===== src/rtl/pwm_pkg.sv =====
// Shared types and constants for the PWM ramp controller.
// The state encoding is visible on state_o, so its values are fixed here.
package pwm_pkg;

  localparam int CNT_WIDTH_DEF = 32;

  localparam logic [2:0] ST_IDLE_ENC       = 3'd0;
  localparam logic [2:0] ST_RAMP_ENC       = 3'd1;
  localparam logic [2:0] ST_RUN_ENC        = 3'd2;
  localparam logic [2:0] ST_STOP_RAMP_ENC  = 3'd3;
  localparam logic [2:0] ST_STOP_DRAIN_ENC = 3'd4;

  typedef enum logic [2:0] {
    ST_IDLE       = ST_IDLE_ENC,
    ST_RAMP       = ST_RAMP_ENC,
    ST_RUN        = ST_RUN_ENC,
    ST_STOP_RAMP  = ST_STOP_RAMP_ENC,
    ST_STOP_DRAIN = ST_STOP_DRAIN_ENC
  } pwm_ctrl_state_e;

endpackage


===== src/rtl/pwm_duty_stepper.sv =====
// Combinational saturating step of the current duty toward a target.
// A zero step jumps straight to the target.
module pwm_duty_stepper #(
  parameter int CNT_WIDTH = 32
) (
  input  logic [CNT_WIDTH-1:0] cur,
  input  logic [CNT_WIDTH-1:0] tgt,
  input  logic [CNT_WIDTH-1:0] step,
  output logic [CNT_WIDTH-1:0] nxt_duty
);

  localparam int EW = CNT_WIDTH + 2;

  // Clamp a widened signed result back into the unsigned counter range.
  function automatic logic [CNT_WIDTH-1:0] sat_cnt(input logic signed [EW-1:0] v);
    if (v < 0) return '0;
    if (v > $signed({2'b00, {CNT_WIDTH{1'b1}}})) return '1;
    return v[CNT_WIDTH-1:0];
  endfunction

  logic signed [EW-1:0] cur_s;
  logic signed [EW-1:0] step_s;
  logic signed [EW-1:0] up_s;
  logic signed [EW-1:0] dn_s;
  logic [CNT_WIDTH-1:0] up_sat;
  logic [CNT_WIDTH-1:0] dn_sat;

  assign cur_s  = $signed({2'b00, cur});
  assign step_s = $signed({2'b00, step});
  assign up_s   = cur_s + step_s;
  assign dn_s   = cur_s - step_s;
  assign up_sat = sat_cnt(up_s);
  assign dn_sat = sat_cnt(dn_s);

  always_comb begin
    nxt_duty = cur;
    if (step == '0 || cur == tgt) begin
      nxt_duty = tgt;
    end else if (cur < tgt) begin
      nxt_duty = (up_sat > tgt) ? tgt : up_sat;
    end else begin
      nxt_duty = (dn_sat < tgt) ? tgt : dn_sat;
    end
  end

endmodule


===== src/rtl/pwm_ramp_ctrl.sv =====
// Configuration/sequencing front-end for pwm_core_ip: shadowed config,
// period-boundary updates, soft start/stop ramps and core enable ownership.
module pwm_ramp_ctrl
  import pwm_pkg::*;
#(
  parameter int CNT_WIDTH             = CNT_WIDTH_DEF,
  parameter int DEFAULT_PERIOD_CYCLES = 20,
  parameter int DEFAULT_DUTY_CYCLES   = 7
) (
  input  logic                 clk,
  input  logic                 rst,
  input  logic                 start_i,
  input  logic                 stop_i,
  input  logic                 cfg_valid_i,
  output logic                 cfg_ready_o,
  input  logic [CNT_WIDTH-1:0] cfg_period_i,
  input  logic [CNT_WIDTH-1:0] cfg_duty_i,
  input  logic [CNT_WIDTH-1:0] cfg_step_i,
  input  logic                 period_end_i,
  output logic                 pwm_enable_o,
  output logic [CNT_WIDTH-1:0] period_cycles_o,
  output logic [CNT_WIDTH-1:0] duty_cycles_o,
  output logic                 use_default_duty_o,
  output logic [2:0]           state_o,
  output logic                 at_target_o,
  output logic                 busy_o
);

  localparam logic [CNT_WIDTH-1:0] DFLT_PERIOD = CNT_WIDTH'(DEFAULT_PERIOD_CYCLES);
  localparam logic [CNT_WIDTH-1:0] DFLT_DUTY   = CNT_WIDTH'(DEFAULT_DUTY_CYCLES);
  localparam logic [CNT_WIDTH-1:0] MIN_PERIOD  = CNT_WIDTH'(2);
  localparam logic [CNT_WIDTH-1:0] DFLT_STEP   = CNT_WIDTH'(1);

  pwm_ctrl_state_e state_q, state_d;
  logic                 en_q, en_d;
  logic                 udd_q, udd_d;
  logic [CNT_WIDTH-1:0] duty_q, duty_d;
  logic [CNT_WIDTH-1:0] period_q, tgt_q, step_q;
  logic                 sh_full_q;
  logic [CNT_WIDTH-1:0] sh_period_q, sh_duty_q, sh_step_q;

  logic                 cfg_xfer, apply, stopping, resume, step_en;
  logic [CNT_WIDTH-1:0] cap_period, cap_duty;
  logic [CNT_WIDTH-1:0] period_nx, tgt_nx, step_nx, ramp_tgt, stepped, duty_nx;

  // Sanitise the offered config at capture so the shadow always holds legal values.
  assign cap_period = (cfg_period_i < MIN_PERIOD) ? DFLT_PERIOD : cfg_period_i;
  assign cap_duty   = (cfg_duty_i > cap_period) ? cap_period : cfg_duty_i;
  assign cfg_xfer   = cfg_valid_i && !sh_full_q;
  assign apply      = sh_full_q && (state_q == ST_IDLE || period_end_i);

  assign period_nx = apply ? sh_period_q : period_q;
  assign tgt_nx    = apply ? sh_duty_q   : tgt_q;
  assign step_nx   = apply ? sh_step_q   : step_q;

  // A start while stopping resumes toward the programmed target from the current duty.
  assign stopping = (state_q == ST_STOP_RAMP) || (state_q == ST_STOP_DRAIN);
  assign resume   = start_i && !stop_i && stopping;
  assign ramp_tgt = (state_q == ST_STOP_RAMP && !resume) ? '0 : tgt_nx;
  assign step_en  = period_end_i &&
                    ((state_q == ST_RAMP) || (state_q == ST_RUN) ||
                     (state_q == ST_STOP_RAMP) || resume);

  pwm_duty_stepper #(.CNT_WIDTH(CNT_WIDTH)) u_stepper (
    .cur      (duty_q),
    .tgt      (ramp_tgt),
    .step     (step_nx),
    .nxt_duty (stepped)
  );

  assign duty_nx = step_en ? stepped : duty_q;

  always_comb begin
    state_d = state_q;
    en_d    = en_q;
    udd_d   = udd_q;
    duty_d  = duty_nx;
    case (state_q)
      ST_IDLE: begin
        if (start_i && !stop_i) begin
          state_d = ST_RAMP;
          en_d    = 1'b1;
          udd_d   = 1'b0;
          duty_d  = '0;
        end
      end
      ST_RAMP, ST_RUN: begin
        if (stop_i) state_d = ST_STOP_RAMP;
        else if (step_en) state_d = (duty_nx == ramp_tgt) ? ST_RUN : ST_RAMP;
      end
      ST_STOP_RAMP: begin
        if (resume) state_d = (step_en && duty_nx == tgt_nx) ? ST_RUN : ST_RAMP;
        else if (step_en && duty_nx == '0) state_d = ST_STOP_DRAIN;
      end
      ST_STOP_DRAIN: begin
        if (resume) begin
          state_d = (step_en && duty_nx == tgt_nx) ? ST_RUN : ST_RAMP;
        end else if (period_end_i) begin
          state_d = ST_IDLE;
          en_d    = 1'b0;
          udd_d   = 1'b1;
        end
      end
      default: state_d = ST_IDLE;
    endcase
  end

  always_ff @(posedge clk or posedge rst) begin
    if (rst) begin
      state_q     <= ST_IDLE;
      en_q        <= 1'b0;
      udd_q       <= 1'b1;
      duty_q      <= '0;
      period_q    <= DFLT_PERIOD;
      tgt_q       <= DFLT_DUTY;
      step_q      <= DFLT_STEP;
      sh_full_q   <= 1'b0;
      sh_period_q <= DFLT_PERIOD;
      sh_duty_q   <= DFLT_DUTY;
      sh_step_q   <= DFLT_STEP;
    end else begin
      state_q  <= state_d;
      en_q     <= en_d;
      udd_q    <= udd_d;
      duty_q   <= duty_d;
      period_q <= period_nx;
      tgt_q    <= tgt_nx;
      step_q   <= step_nx;
      if (apply) begin
        sh_full_q <= 1'b0;
      end else if (cfg_xfer) begin
        sh_full_q   <= 1'b1;
        sh_period_q <= cap_period;
        sh_duty_q   <= cap_duty;
        sh_step_q   <= cfg_step_i;
      end
    end
  end

  assign cfg_ready_o        = !sh_full_q;
  assign pwm_enable_o       = en_q;
  assign period_cycles_o    = period_q;
  assign duty_cycles_o      = duty_q;
  assign use_default_duty_o = udd_q;
  assign state_o            = state_q;
  assign at_target_o        = (state_q == ST_RUN) && (duty_q == tgt_q);
  assign busy_o             = (state_q != ST_IDLE);

endmodule


===== config.mk =====
export PLATFORM = sky130hd
export DESIGN_NAME = pwm_ramp_ctrl
export DESIGN_NICKNAME = d
export VERILOG_FILES = /design/src/rtl/pwm_pkg.sv /design/src/rtl/pwm_duty_stepper.sv /design/src/rtl/pwm_ramp_ctrl.sv
export SDC_FILE = /design/constraint.sdc
export NUM_CORES = 1
export LEC_CHECK = 0
export CAP_MARGIN = 20
export CORE_MARGIN = 4
export CORE_UTILIZATION = 25
export CTS_CLUSTER_DIAMETER = 120
export DETAILED_ROUTE_END_ITERATION = 16
export GPL_TIMING_DRIVEN = 0
export SLEW_MARGIN = 20
export SYNTH_ARGS = -nofsm -noshare
export SYNTH_HDL_FRONTEND = slang
export SYNTH_SLANG_ARGS = --single-unit

===== constraint.sdc =====
create_clock -name clk -period 20.2 [get_ports clk]
set_clock_uncertainty 0.1 [all_clocks]
set_input_delay 4.04 -clock clk [delete_from_list [all_inputs] [get_ports clk]]
set_output_delay 4.04 -clock clk [all_outputs]
set_load 0.005 [all_outputs]

==> metrics.txt <==
status=finished, final reports clean; Core Rows=105; area leader, netlist=dfrtp_1; fin util=30.33%; Clock Tree Root=clkbuf_16; drt wl/cell=29.12 um; vias in the first global route=21360; DP HPWL=90420 um; I/O pins=174; Post-Syn Area=20840 sq um; crit share post-route=84.74%; required time worst endpoint=20.58 ns; Final ANT Viol Nets=0; Initial Util=25.30%; post_cts resized=0; drt first pass iters=6; Critical Path Max Stage Delay=0.98 ns; most frequent cells in the layout=nand2_1 (263), dfrtp_1 (217), nor2_1 (213), ha_1 (194), clkdlybuf4s50_1 (173); DR vias/cell=5.815; Final Slew Violations=0; FFs w/ async S/R, synth=100.0%; total track usage=24.28%; min cycle time layout=17.12 ns; Final #Nets=3065; Post-synth top flop=dfrtp_1; I/O Buffers=173; grt ovf=0; Layout area overhead=19.89%; die area=88050 sq um; gpl congestion=1.082; Yosys cell types=102; clk_lat worst skew=0.59 ns; Slew HR=7.616%; mean area per synthesized cell=8.138 sq um; Num CTS Buffers=27; Placed Area=23990 sq um; fillcell total=8793; Fin Setup TNS=0 ns; commonest non-fill, non-tap cell in the layout=nand2_1; CP max FO=10; synthesized instance count=2561; Worst Tran Pin Value=1.371 ns; Slowest-stage cell, CP=o221ai_1; Seq/Total Area, Yosys=27.69%; HP Class=flip-flop to flip-flop; Syn Nets=2859; cell family with most CP delay=compound AO/OA/AOI/OAI gates; Chip Width=296.7 um; Clock Path Buffers=3; Worst-path clk slew=0.07 ns; CP Launch Type=primary input; unrepaired setup endpoints after global routing=no; Die H=296.7 um; ratio of cells with drive above 1 in the final layout=8.931%; CTS sink count=230; first-pass GRT wire length=157900 um; Core Region=82370 sq um; CTS tree=yes; Post-synth EDFFs=0; number of H-tree levels=1; Fmax=58.42 MHz; Seq cells post-synth=230; # setup viols final=0; via count of the routed design=22460; worst endpoint data arrival time=17.49 ns; final WL=112400 um; Max-Cap Viols=0; WP buf/inv=9; initial antenna violation count=7; largest net degree at the start of global routing=100; synth top area cells=dfrtp_1 (26%), ha_1 (12%), nand2_1 (4.7%); yosys warns=0; drt drc=0; endpoints failing hold=0; postcts setup bufs=0; Initial DRC Count=2719; Hold WS=0.3723 ns; crit path kind=primary input to flip-flop; post-route cell area=24990 sq um; CP Capture Type=flip-flop; Yosys top cell area share=26.05%; Hold-fix buffers, CTS=0
## path summary, 6_finish.rpt
| path | startpoint | depth (start not counted) | slack (ns) | to |
|---|---|---|---|---|
| setup / recovery | period_end_i | 33 | 3.08 | state_o[0] |
| hold / removal | use_default_duty_o | 2 | 0.37 | use_default_duty_o |
| setup reg to reg | state_o[0] | 34 | 6.22 | state_o[0] |
| hold reg to reg | use_default_duty_o | 2 | 0.37 | use_default_duty_o |
| max in group asynchronous | rst | 4 | 14.96 | use_default_duty_o |
| min in group asynchronous | rst | 2 | 3.81 | step_q[11] |
## synth_stat cells, types with 15 or more instances
library cell	n
a211o_1	15
o21ai_0	159
nor3_1	48
o31ai_1	25
o21a_1	24
buf_2	33
nand4_1	55
mux2_2	78
xnor2_1	71
a21oi_1	168
mux2i_1	24
nand2_1	263
a211oi_1	28
and2_1	19
nor2_1	213
or3_1	16
inv_1	162
nor4_1	64
nand2b_1	17
dfrtp_1	217
ha_1	194
o211ai_1	35
o21bai_1	17
nor2b_1	21
a21o_1	26
a31oi_1	62
nand3_1	84
xor2_1	42
clkbuf_1	78
## sequential cells by signal, indices dropped and copies added, names as in the netlist
name / cells
sh_step_q: 32
use_default_duty_o: 1
step_q: 32
tgt_q: 32
sh_full_q: 1
duty_cycles_o: 32
state_o: 3
period_cycles_o: 32
sh_period_q: 32
pwm_enable_o: 1
sh_duty_q: 32
## routing by layer
layer	global-route usage [%]	vias up	wire length, um
met5	0	-	19
met4	11.63	4	6792
met3	4.893	284	9846
met2	36.77	1222	47370
met1	33.04	11100	48420
li1	-	9854	-
## worst register-to-register path: cells and delay by family (launching register included)
| kind | cells | cell delay, ns |
|---|---|---|
| buffers and inverters | 9 | 3.29 |
| AO/OA/AOI/OAI | 11 | 4.37 |
| adder cells (fa/ha/maj) | 2 | 0.80 |
| flip-flops | 1 | 0.41 |
| AND/OR/NAND/NOR | 10 | 4.17 |
| multiplexers | 2 | 0.72 |
## cell type report
cell class | instances | area (sq um) | area share (%)
well taps | 1070 | 1339 | 5.358
plain buffers | 127 | 563.0 | 2.253
repair buffers | 177 | 1799 | 7.200
inverters | 165 | 626.9 | 2.509
diodes | 4 | 10.01 | 0.04006
multi-input cells | 2039 | 13900 | 55.63
clock inverters | 20 | 270.3 | 1.082
clock buffers | 30 | 706.9 | 2.829
flip-flops and latches | 230 | 5772 | 23.10
## logic make-up (layout without fill, tap and decap cells)
| group | after synthesis | count (layout) | synth area share [%] |
|---|---|---|---|
| multiplexers | 103 | 103 | 5.433 |
| XOR/XNOR | 113 | 113 | 4.748 |
| AND/OR/NAND/NOR | 877 | 877 | 20.44 |
| other | 0 | 4 | 0 |
| adder cells (fa/ha/maj) | 196 | 196 | 11.84 |
| flip-flops | 230 | 230 | 27.69 |
| buffers and inverters | 292 | 519 | 5.673 |
| AO/OA/AOI/OAI | 750 | 750 | 24.17 |
## metrics by stage
| stage | std cells | setup slack [ns] |
|---|---|---|
| floorplan | 2561 | 7.637 |
| global placement | 3804 | 2.226 |
| detailed placement | 3806 | 2.966 |
| CTS | 3856 | 3.583 |
| global route | 3859 | 2.842 |
| finish | 3862 | 3.083 |
Power is left out: the tool's default activity adds up to more than one toggle a clock period on the data nets, which glitch-free logic cannot reach.
